[src/rtl/apb_master_mc.sv]
// apb_master_mc: single-outstanding APB master fed by a simple valid/ready request port.
//
// Ports
//   clk, rst                 clock, synchronous active-high reset
//   req_valid/req_ready      request handshake (ready only while idle)
//   req_write/req_size       direction and access size (1 << size bytes)
//   req_addr/req_wdata       byte address (top 8 bits select the slave), right-aligned data
//   rsp_valid/rsp_err        one-cycle response pulse and its error flag
//   rsp_rdata                right-aligned, size-masked read data
//   psel..pstrb              APB request signals towards NUM_SLV slaves
//   prdata/pready/pslverr    per-slave APB responses (slave i at slice/bit i)
module apb_master_mc #(
  parameter int unsigned ADDR_WIDTH  = 32,
  parameter int unsigned DATA_WIDTH  = 32,
  parameter int unsigned NUM_SLV     = 4,
  parameter logic [7:0]  BASE_HI     = 8'h40,
  parameter int unsigned TIMEOUT_CYC = 4
) (
  input  logic                          clk,
  input  logic                          rst,
  input  logic                          req_valid,
  output logic                          req_ready,
  input  logic                          req_write,
  input  logic [1:0]                    req_size,
  input  logic [ADDR_WIDTH-1:0]         req_addr,
  input  logic [DATA_WIDTH-1:0]         req_wdata,
  output logic                          rsp_valid,
  output logic                          rsp_err,
  output logic [DATA_WIDTH-1:0]         rsp_rdata,
  output logic [NUM_SLV-1:0]            psel,
  output logic                          penable,
  output logic                          pwrite,
  output logic [ADDR_WIDTH-1:0]         paddr,
  output logic [DATA_WIDTH-1:0]         pwdata,
  output logic [DATA_WIDTH/8-1:0]       pstrb,
  input  logic [NUM_SLV*DATA_WIDTH-1:0] prdata,
  input  logic [NUM_SLV-1:0]            pready,
  input  logic [NUM_SLV-1:0]            pslverr
);

  localparam int unsigned STRB_W = DATA_WIDTH / 8;
  localparam int unsigned LANE_W = $clog2(STRB_W);
  localparam int unsigned OFF_W  = ADDR_WIDTH - 8;

  typedef enum logic [1:0] {StIdle, StSetup, StAccess} state_e;

  state_e                  r_state;
  state_e                  w_state_nxt;

  // Captured request; only the in-region offset is kept, the tag lives on as r_sel.
  logic                    r_write;
  logic [1:0]              r_size;
  logic [OFF_W-1:0]        r_off;
  logic [DATA_WIDTH-1:0]   r_wdata;
  logic [NUM_SLV-1:0]      r_sel;
  logic [7:0]              r_cnt;
  logic                    r_rsp_valid;
  logic                    r_rsp_err;
  logic [DATA_WIDTH-1:0]   r_rsp_rdata;

  // Request-side decode (evaluated in the acceptance cycle)
  logic [7:0]              w_tag;
  logic [NUM_SLV-1:0]      w_dec_sel;
  logic [LANE_W-1:0]       w_req_lane;
  logic [LANE_W-1:0]       w_align_mask;
  logic                    w_misalign;
  logic                    w_dec_ok;

  // Transfer-side datapath
  logic [LANE_W-1:0]       w_lane;
  logic [LANE_W+2:0]       w_shamt;
  logic [STRB_W-1:0]       w_byte_en;
  logic [STRB_W-1:0]       w_strb;
  logic [DATA_WIDTH-1:0]   w_rd_mask;
  logic [DATA_WIDTH-1:0]   w_slice;
  logic [DATA_WIDTH-1:0]   w_rdata;
  logic                    w_sel_ready;
  logic                    w_sel_err;
  logic                    w_timeout;

  assign w_tag      = req_addr[ADDR_WIDTH-1 -: 8];
  assign w_req_lane = req_addr[LANE_W-1:0];

  // 9-bit compare so BASE_HI+i never wraps onto a low tag.
  always_comb begin
    w_dec_sel = '0;
    for (int i = 0; i < int'(NUM_SLV); i++) begin
      if ({1'b0, w_tag} == 9'(int'(BASE_HI) + i)) w_dec_sel[i] = 1'b1;
    end
  end

  assign w_align_mask = LANE_W'((32'd1 << req_size) - 32'd1);
  assign w_misalign   = ((w_req_lane & w_align_mask) != '0) ||
                        ((req_size == 2'd3) && (DATA_WIDTH == 32));
  assign w_dec_ok     = (|w_dec_sel) && !w_misalign;

  assign w_lane  = r_off[LANE_W-1:0];
  assign w_shamt = {w_lane, 3'b000};

  always_comb begin
    w_byte_en = '0;
    w_rd_mask = '0;
    for (int b = 0; b < int'(STRB_W); b++) begin
      w_byte_en[b]        = (b < (1 << r_size));
      w_rd_mask[b*8 +: 8] = {8{w_byte_en[b]}};
    end
  end

  assign w_strb = w_byte_en << w_lane;

  always_comb begin
    w_slice = '0;
    for (int i = 0; i < int'(NUM_SLV); i++) begin
      if (r_sel[i]) w_slice = prdata[i*DATA_WIDTH +: DATA_WIDTH];
    end
  end

  assign w_rdata     = (w_slice >> w_shamt) & w_rd_mask;
  assign w_sel_ready = |(pready & r_sel);
  assign w_sel_err   = |(pslverr & r_sel);
  // r_cnt holds the number of ACCESS cycles already spent before the current one.
  assign w_timeout   = !w_sel_ready && (r_cnt == 8'(TIMEOUT_CYC - 1));

  // State register
  always_ff @(posedge clk) begin
    if (rst) r_state <= StIdle;
    else     r_state <= w_state_nxt;
  end

  // Next-state logic
  always_comb begin
    w_state_nxt = r_state;
    case (r_state)
      StIdle:   if (req_valid && w_dec_ok) w_state_nxt = StSetup;
      StSetup:  w_state_nxt = StAccess;
      StAccess: if (w_sel_ready || w_timeout) w_state_nxt = StIdle;
      default:  w_state_nxt = StIdle;
    endcase
  end

  // Output logic: every APB signal is zero while idle.
  always_comb begin
    req_ready = 1'b0;
    psel      = '0;
    penable   = 1'b0;
    pwrite    = 1'b0;
    paddr     = '0;
    pwdata    = '0;
    pstrb     = '0;
    case (r_state)
      StIdle: req_ready = 1'b1;
      StSetup, StAccess: begin
        psel    = r_sel;
        penable = (r_state == StAccess);
        pwrite  = r_write;
        paddr   = {8'h00, r_off};
        pwdata  = r_write ? (r_wdata << w_shamt) : '0;
        pstrb   = (r_write && (r_state == StAccess)) ? w_strb : '0;
      end
      default: ;
    endcase
  end

  // Request capture, ACCESS counter and registered response
  always_ff @(posedge clk) begin
    if (rst) begin
      r_write     <= 1'b0;
      r_size      <= '0;
      r_off       <= '0;
      r_wdata     <= '0;
      r_sel       <= '0;
      r_cnt       <= '0;
      r_rsp_valid <= 1'b0;
      r_rsp_err   <= 1'b0;
      r_rsp_rdata <= '0;
    end else begin
      r_rsp_valid <= 1'b0;
      r_rsp_err   <= 1'b0;
      r_rsp_rdata <= '0;
      case (r_state)
        StIdle: begin
          if (req_valid) begin
            r_write <= req_write;
            r_size  <= req_size;
            r_off   <= req_addr[OFF_W-1:0];
            r_wdata <= req_wdata;
            r_sel   <= w_dec_sel;
            r_cnt   <= '0;
            if (!w_dec_ok) begin
              r_rsp_valid <= 1'b1;
              r_rsp_err   <= 1'b1;
            end
          end
        end
        StAccess: begin
          if (w_sel_ready) begin
            r_rsp_valid <= 1'b1;
            r_rsp_err   <= w_sel_err;
            r_rsp_rdata <= (r_write || w_sel_err) ? '0 : w_rdata;
          end else if (w_timeout) begin
            r_rsp_valid <= 1'b1;
            r_rsp_err   <= 1'b1;
          end else begin
            r_cnt <= r_cnt + 8'd1;
          end
        end
        default: ;
      endcase
    end
  end

  assign rsp_valid = r_rsp_valid;
  assign rsp_err   = r_rsp_err;
  assign rsp_rdata = r_rsp_rdata;

endmodule

[config.mk]
export PLATFORM = sky130hd
export DESIGN_NAME = apb_master_mc
export DESIGN_NICKNAME = d
export VERILOG_FILES = /design/src/rtl/apb_master_mc.sv
export SDC_FILE = /design/constraint.sdc
export NUM_CORES = 1
export LEC_CHECK = 0
export ABC_CLOCK_PERIOD_IN_PS = 2600
export CAP_MARGIN = 10
export CELL_PAD_IN_SITES_DETAIL_PLACEMENT = 2
export CELL_PAD_IN_SITES_GLOBAL_PLACEMENT = 2
export CORE_ASPECT_RATIO = 1.25
export CORE_MARGIN = 8
export CORE_UTILIZATION = 20
export DETAILED_ROUTE_END_ITERATION = 12
export PLACE_DENSITY = 0.79
export SLEW_MARGIN = 20
export SYNTH_ARGS = -nofsm -noshare
export SYNTH_HDL_FRONTEND = slang
export SYNTH_SLANG_ARGS = --single-unit
[constraint.sdc]
create_clock -name clk -period 2.6 [get_ports clk]
set_clock_uncertainty 0.15 [all_clocks]
set_input_delay 0.26 -clock clk [delete_from_list [all_inputs] [get_ports clk]]
set_output_delay 0.26 -clock clk [all_outputs]
set_load 0.01 [all_outputs]
# Word-level counts from Yosys, hierarchy flattened
# Cells that the tools add are included.
classes:
  reduce_logical: 20
  order_cmp: 4
  addsub: 2
  eq_ne: 13
  bitwise_logic: 6
  n_shift: 5
  mux: 31
ops:
  columns: ["op", "count"]
  rows:
  - ["2-to-1 mux 32 bit", 6]
  - ["< comparator 3 x 32 -> 1 bit, first input constant", 2]
  - ["AND 32 bit", 1]
  - ["== test 8 x 7 -> 1 bit, second input constant", 4]
  - ["< comparator 1 x 32 -> 1 bit, first input constant", 1]
  - ["< comparator 2 x 32 -> 1 bit, first input constant", 1]
  - ["<< shifter 1 x 2 -> 32 bit, first input constant", 1]
  - ["<< shifter 32 x 5 -> 32 bit", 1]
  - [">> shifter 32 x 5 -> 32 bit", 1]
  - ["2-to-1 mux 24 bit", 1]
  - ["2-to-1 mux 8 bit", 3]
  - ["case mux 8 bit (2 select lines)", 1]
  - ["OR reduction 4 bit", 4]
  - ["2-to-1 mux 1 bit", 12]
  - ["2-to-1 mux 4 bit", 3]
  - ["!= test 2 bit, second input constant", 5]
  - ["adder 8 x 1 -> 8 bit, second input constant", 1]
  - ["AND 4 bit", 2]
  - ["== test 8 x 2 -> 1 bit, second input constant", 1]
  - ["case mux 2 bit (3 select lines)", 1]
  - ["== test 2 bit, second input constant", 2]
  - ["logical AND 1 bit", 4]
  - ["2-to-1 mux 2 bit", 2]
  - ["case mux 1 bit (2 select lines)", 2]
  - ["other kinds (13)", 19]
totals:
  inputBits: 206
  elab_cells: 91
  regBits: 107
  output_inout_bits: 109

# Longest topological paths before layout
logic_depth:
  ltp_word: 10
  depth_mapped: 9
  ltp_nobuf: 7

# Worst setup path after synthesis
# No wires, ideal clock.
synth_path:
  path_kind: "register to register"
  start: "register r_state[0]"
  end: "register r_cnt[5]"
  n_path_buf: 1
  stages_incl_launch_ff: 9
  arrival_time_ns: 1.935
  path_slack_ns: 0.444
  setup_time_ns: 0.070
  path_cell_list: "dfxtp_1 inv_1 ha_1 buf_2 nor4b_1 a22oi_1 nand4_1 or3_1 a21oi_1"
synth_via:
  elab_chain_len: 3
  word_cells_on_any_way: 8
synth_lines:
  columns: ["item", "line_no", "text"]
  rows:
  - ["from (decl)", "47", "state_e r_state;"]
  - ["from (signal assigned)", "126", "if (rst) r_state <= StIdle;"]
  - ["from (signal assigned)", "127", "else r_state <= w_state_nxt;"]
  - ["== test 2 bit or zero test 2 bit (tied branches)", "180", "case (r_state)"]
  - ["!= test 2 bit (no line) or nonzero test 2 bit (tied branches)", null, null]
  - ["AND reduction 4 bit (no line)", null, null]
  - ["to (signal assigned)", "204", "r_cnt <= r_cnt + 8'd1;"]
  - ["to (decl)", "56", "logic [7:0] r_cnt;"]
# Parallel ways exist; a longest one is shown, timed or not.
# A chain may end at the register's enable or synchronous reset.

# Final worst setup path
layout_path:
  start: "register r_state[0]"
  end: "output pwdata[23]"
layout_via:
  elab_chain_len: 3
  word_cells_on_any_way: 4
layout_lines:
  columns: ["item", "line_no", "text"]
  rows:
  - ["== test 2 bit or == test 2 x 1 -> 1 bit (tied branches)", "150", "case (r_state)"]
  - ["OR reduction 2 bit (*)", "150", null]
  - ["2-to-1 mux 32 bit (*)", "150", null]
  - ["to (decl)", "34", "output logic [DATA_WIDTH-1:0] pwdata,"]
# Every way passes the cells marked *; elsewhere a longest branch is shown, timed or not.

==> results_dict.tcl <==
set metrics [dict create \
    drt_first_pass_iters 4 \
    die_w_um 169 \
    globalplace.congestion 0.848 \
    die_area_mm2 0.0348 \
    critPathKind "flop to output port" \
    async_flop_share_pct 0 \
    cts_buffers 9 \
    drive_gt1_share_pct 8.95 \
    p_leak_nw 3.55 \
    totalWireLength_um 31100 \
    min_delay_worst_endpoint "r_off[17]$_SDFFE_PP0P_" \
    io_pins 315 \
    critPathMaxFanout 16 \
    stdcell_count 1448 \
    timing.rr.end "rsp_rdata[3]$_SDFF_PP0_" \
    post_cts_buffers 0 \
    max_slew_margin_pct 44.4 \
    dp_cells 1430 \
    h-tree-depth 3 \
    netlist.area_leader.share_pct 36.8 \
    start_util_pct 20.1 \
    fillCellCount 3289 \
    fin_util_pct 33.4 \
    grt_max_degree 71 \
    timing.final.hold_violations 0 \
    core_area_mm2 0.0290 \
    timing.max_cap.violations 0 \
    hpwl_um 24700 \
    routed_via_density 4.68 \
    cts_sinks 107 \
    yosysSeqAreaShare_pct 36.8 \
    tritoncts "yes" \
    fin_crit_ns 2.50 \
    rrSetupSlack_ns 0.27 \
    vias 6777 \
    report.final.slew_viol_count 0 \
    synth_area_leader_cell "dfxtp_1" \
    cts_root_buf "clkbuf_16" \
    start_kind "flop" \
    die_h_um 207 \
    powerDensity_mw_per_mm2 392 \
    dr.first_iter.drc_count 235 \
    path_clk_slew_ns 0.07 \
    ys_types 51 \
    grt_pass1_vias 7467 \
    synth_area_leaders "dfxtp_1 (37%), nand2_1 (9.4%), a21oi_1 (9.4%)" \
    fin_area_mm2 0.00968 \
    synth_ff_type "dfxtp_1" \
    fin_tns_setup_ns 0 \
    rsz0062_at_grt "false" \
    critPathCaptureType "output port" \
    placementRows 70 \
    arrival_ns 2.09 \
    gr-total-overflow 0 \
    ir_worst_vdd_mv 0.379 \
    io_buffers 306 \
    yosys_warnings 0 \
    synth_commonest_cells "nand2_1 (146), a21oi_1 (109), dfxtp_1 (107)" \
    syn_inst 757 \
    tightestPinTransition_ns 0.834 \
    timing.hold.worst.start "req_addr[17]" \
    finalNetCount 1255 \
    ys_ff_latch 107 \
    critical_path_required_ns 2.19 \
    crit_start "r_state[0]$_SDFFE_PP0P_" \
    hold_path_depth 3 \
    hold_class "input port to flop" \
    grt_pass1_wl_um 46300 \
    holdBufCountCts 0 \
    wl_per_cell_um 21.5 \
    netlist_area_mm2 0.00582 \
    clk_latency_ns 0.36 \
    drc 0 \
    antenna_left 0 \
    synth_most_common_cell "nand2_1" \
    setup_viol 0 \
    clockBufferDepth 2 \
    max_freq_mhz 400 \
    postSynthAreaPerCell_um2 7.69 \
    antenna_found_initial 2 \
    dpl-instance-area_mm2 0.00941 \
    area_delta_synth_final_pct 66.4 \
    r2r-start "r_sel[3]$_SDFFE_PP0P_" \
    rr_worst_depth 6 \
    finalCritPeriodShare_pct 96.3 \
    grt_usage_pct 17.4 \
    synth_edf_count 0 \
    outcome "finished clean" \
]
## critical path: stages, from the launching register on
cell and delay [ns]:
dfxtp_1 0.35, inv_1 0.10, ha_4 0.29, nand2_2 0.08
buf_4 0.21, nor2_1 0.11, clkdlybuf4s50_1 0.58
## power breakdown
part | switching, W | leakage, nW | internal (W) | total (W)
registers | 0.0000392 | 0.875 | 0.00169 | 0.00173
clock network | 0.000691 | 0.151 | 0.000758 | 0.00145
logic | 0.000251 | 2.53 | 0.000366 | 0.000618
total | 0.000982 | 3.55 | 0.00282 | 0.00380
## how the worst max path moves through the flow
stage	end	slack, ns	cells after the start
5_1_grt	pwdata[23]	0.006	6
3_5_place_dp	pwdata[1]	0.1	8
4_1_cts	pwdata[3]	0.03	8
3_3_place_gp	pwdata[2]	0.15	8
2_1_floorplan	r_cnt[5]$_SDFFE_PP0P_	0.44	8
6_report	pwdata[23]	0.1	6
## placed cells by master (no fill, tap or decap), drive strengths merged, types with 4 or more instances in the layout
master and n:
and2 36, conb 8, xor2 5, inv 19, ha 4, clkdlybuf4s50 275
a221oi 17, a2111oi 8, o21ai 4, a211oi 18, clkbuf 17, nand4 4
o31ai 9, nand3 8, mux2i 24, o22ai 16, dlygate4sd2 21, buf 38
a22oi 29, nor2b 27, dfxtp 107, a21oi 109, nor3 4, a221o 8
nor2 58, nand2 146
## metal layers
metal,part of all wire (%),GRT usage (%),vias to the layer above,routed length [um]
met3,6.1,4.36,53,1900
met5,0,0,-,0
li1,-,-,3202,-
met4,4.0,7.57,0,1250
met2,50,31.8,232,15700
met1,39,18.7,3290,12200
## final cells by class
| type | instances | area [um^2] | share of cell area, % |
|---|---|---|---|
| Timing Repair Buffer | 343 | 3350 | 34.7 |
| Multi-Input combinational cell | 568 | 3320 | 34.3 |
| Sequential cell | 107 | 2150 | 22.2 |
| Tap cell | 396 | 495 | 5.12 |
| Clock buffer | 9 | 225 | 2.33 |
| Clock inverter | 7 | 75.1 | 0.776 |
| Inverter | 16 | 60.1 | 0.620 |
| Antenna cell | 2 | 5.00 | 0.0517 |
## stage by stage
| stage | hold WS (ns) | total power (W) | worst slack (ns) |
|---|---|---|---|
| floorplan | 0.246 | 0.00197 | 0.444 |
| global placement | 0.287 | 0.00238 | 0.152 |
| detailed placement | 0.295 | 0.00239 | 0.0999 |
| CTS | 0.273 | 0.00388 | 0.0314 |
| global route | 0.289 | 0.00398 | 0.00581 |
| finish | 0.292 | 0.00380 | 0.0974 |
## sequential cells by signal (all words and copies together), names as in the netlist
name and cells:
r_write 1, rsp_err 1, r_cnt 8, r_state 2, rsp_rdata 32, r_wdata 32
r_off 24, r_sel 4, rsp_valid 1, r_size 2
## logic make-up after synthesis
| logic type | share of synthesized area (%) |
|---|---|
| and+or+nand+nor | 24.1 |
| AOI/OAI and AO/OA | 26.0 |
| DFF | 36.8 |
| buffers and inverters | 7.23 |
| muxes | 4.13 |
| xor gates and xnor gates | 0.753 |
| adders and majority gates | 0.860 |
| other | 0.0645 |
## timing repair
item                                    4_1_cts  5_1_grt
gates resized for setup                      33       19
pin swaps                                     0        0
endpoints found under the hold margin         0        0
gates cloned                                  0        0
endpoints found under the setup margin       37       10
(Power assumes the default switching activity.)
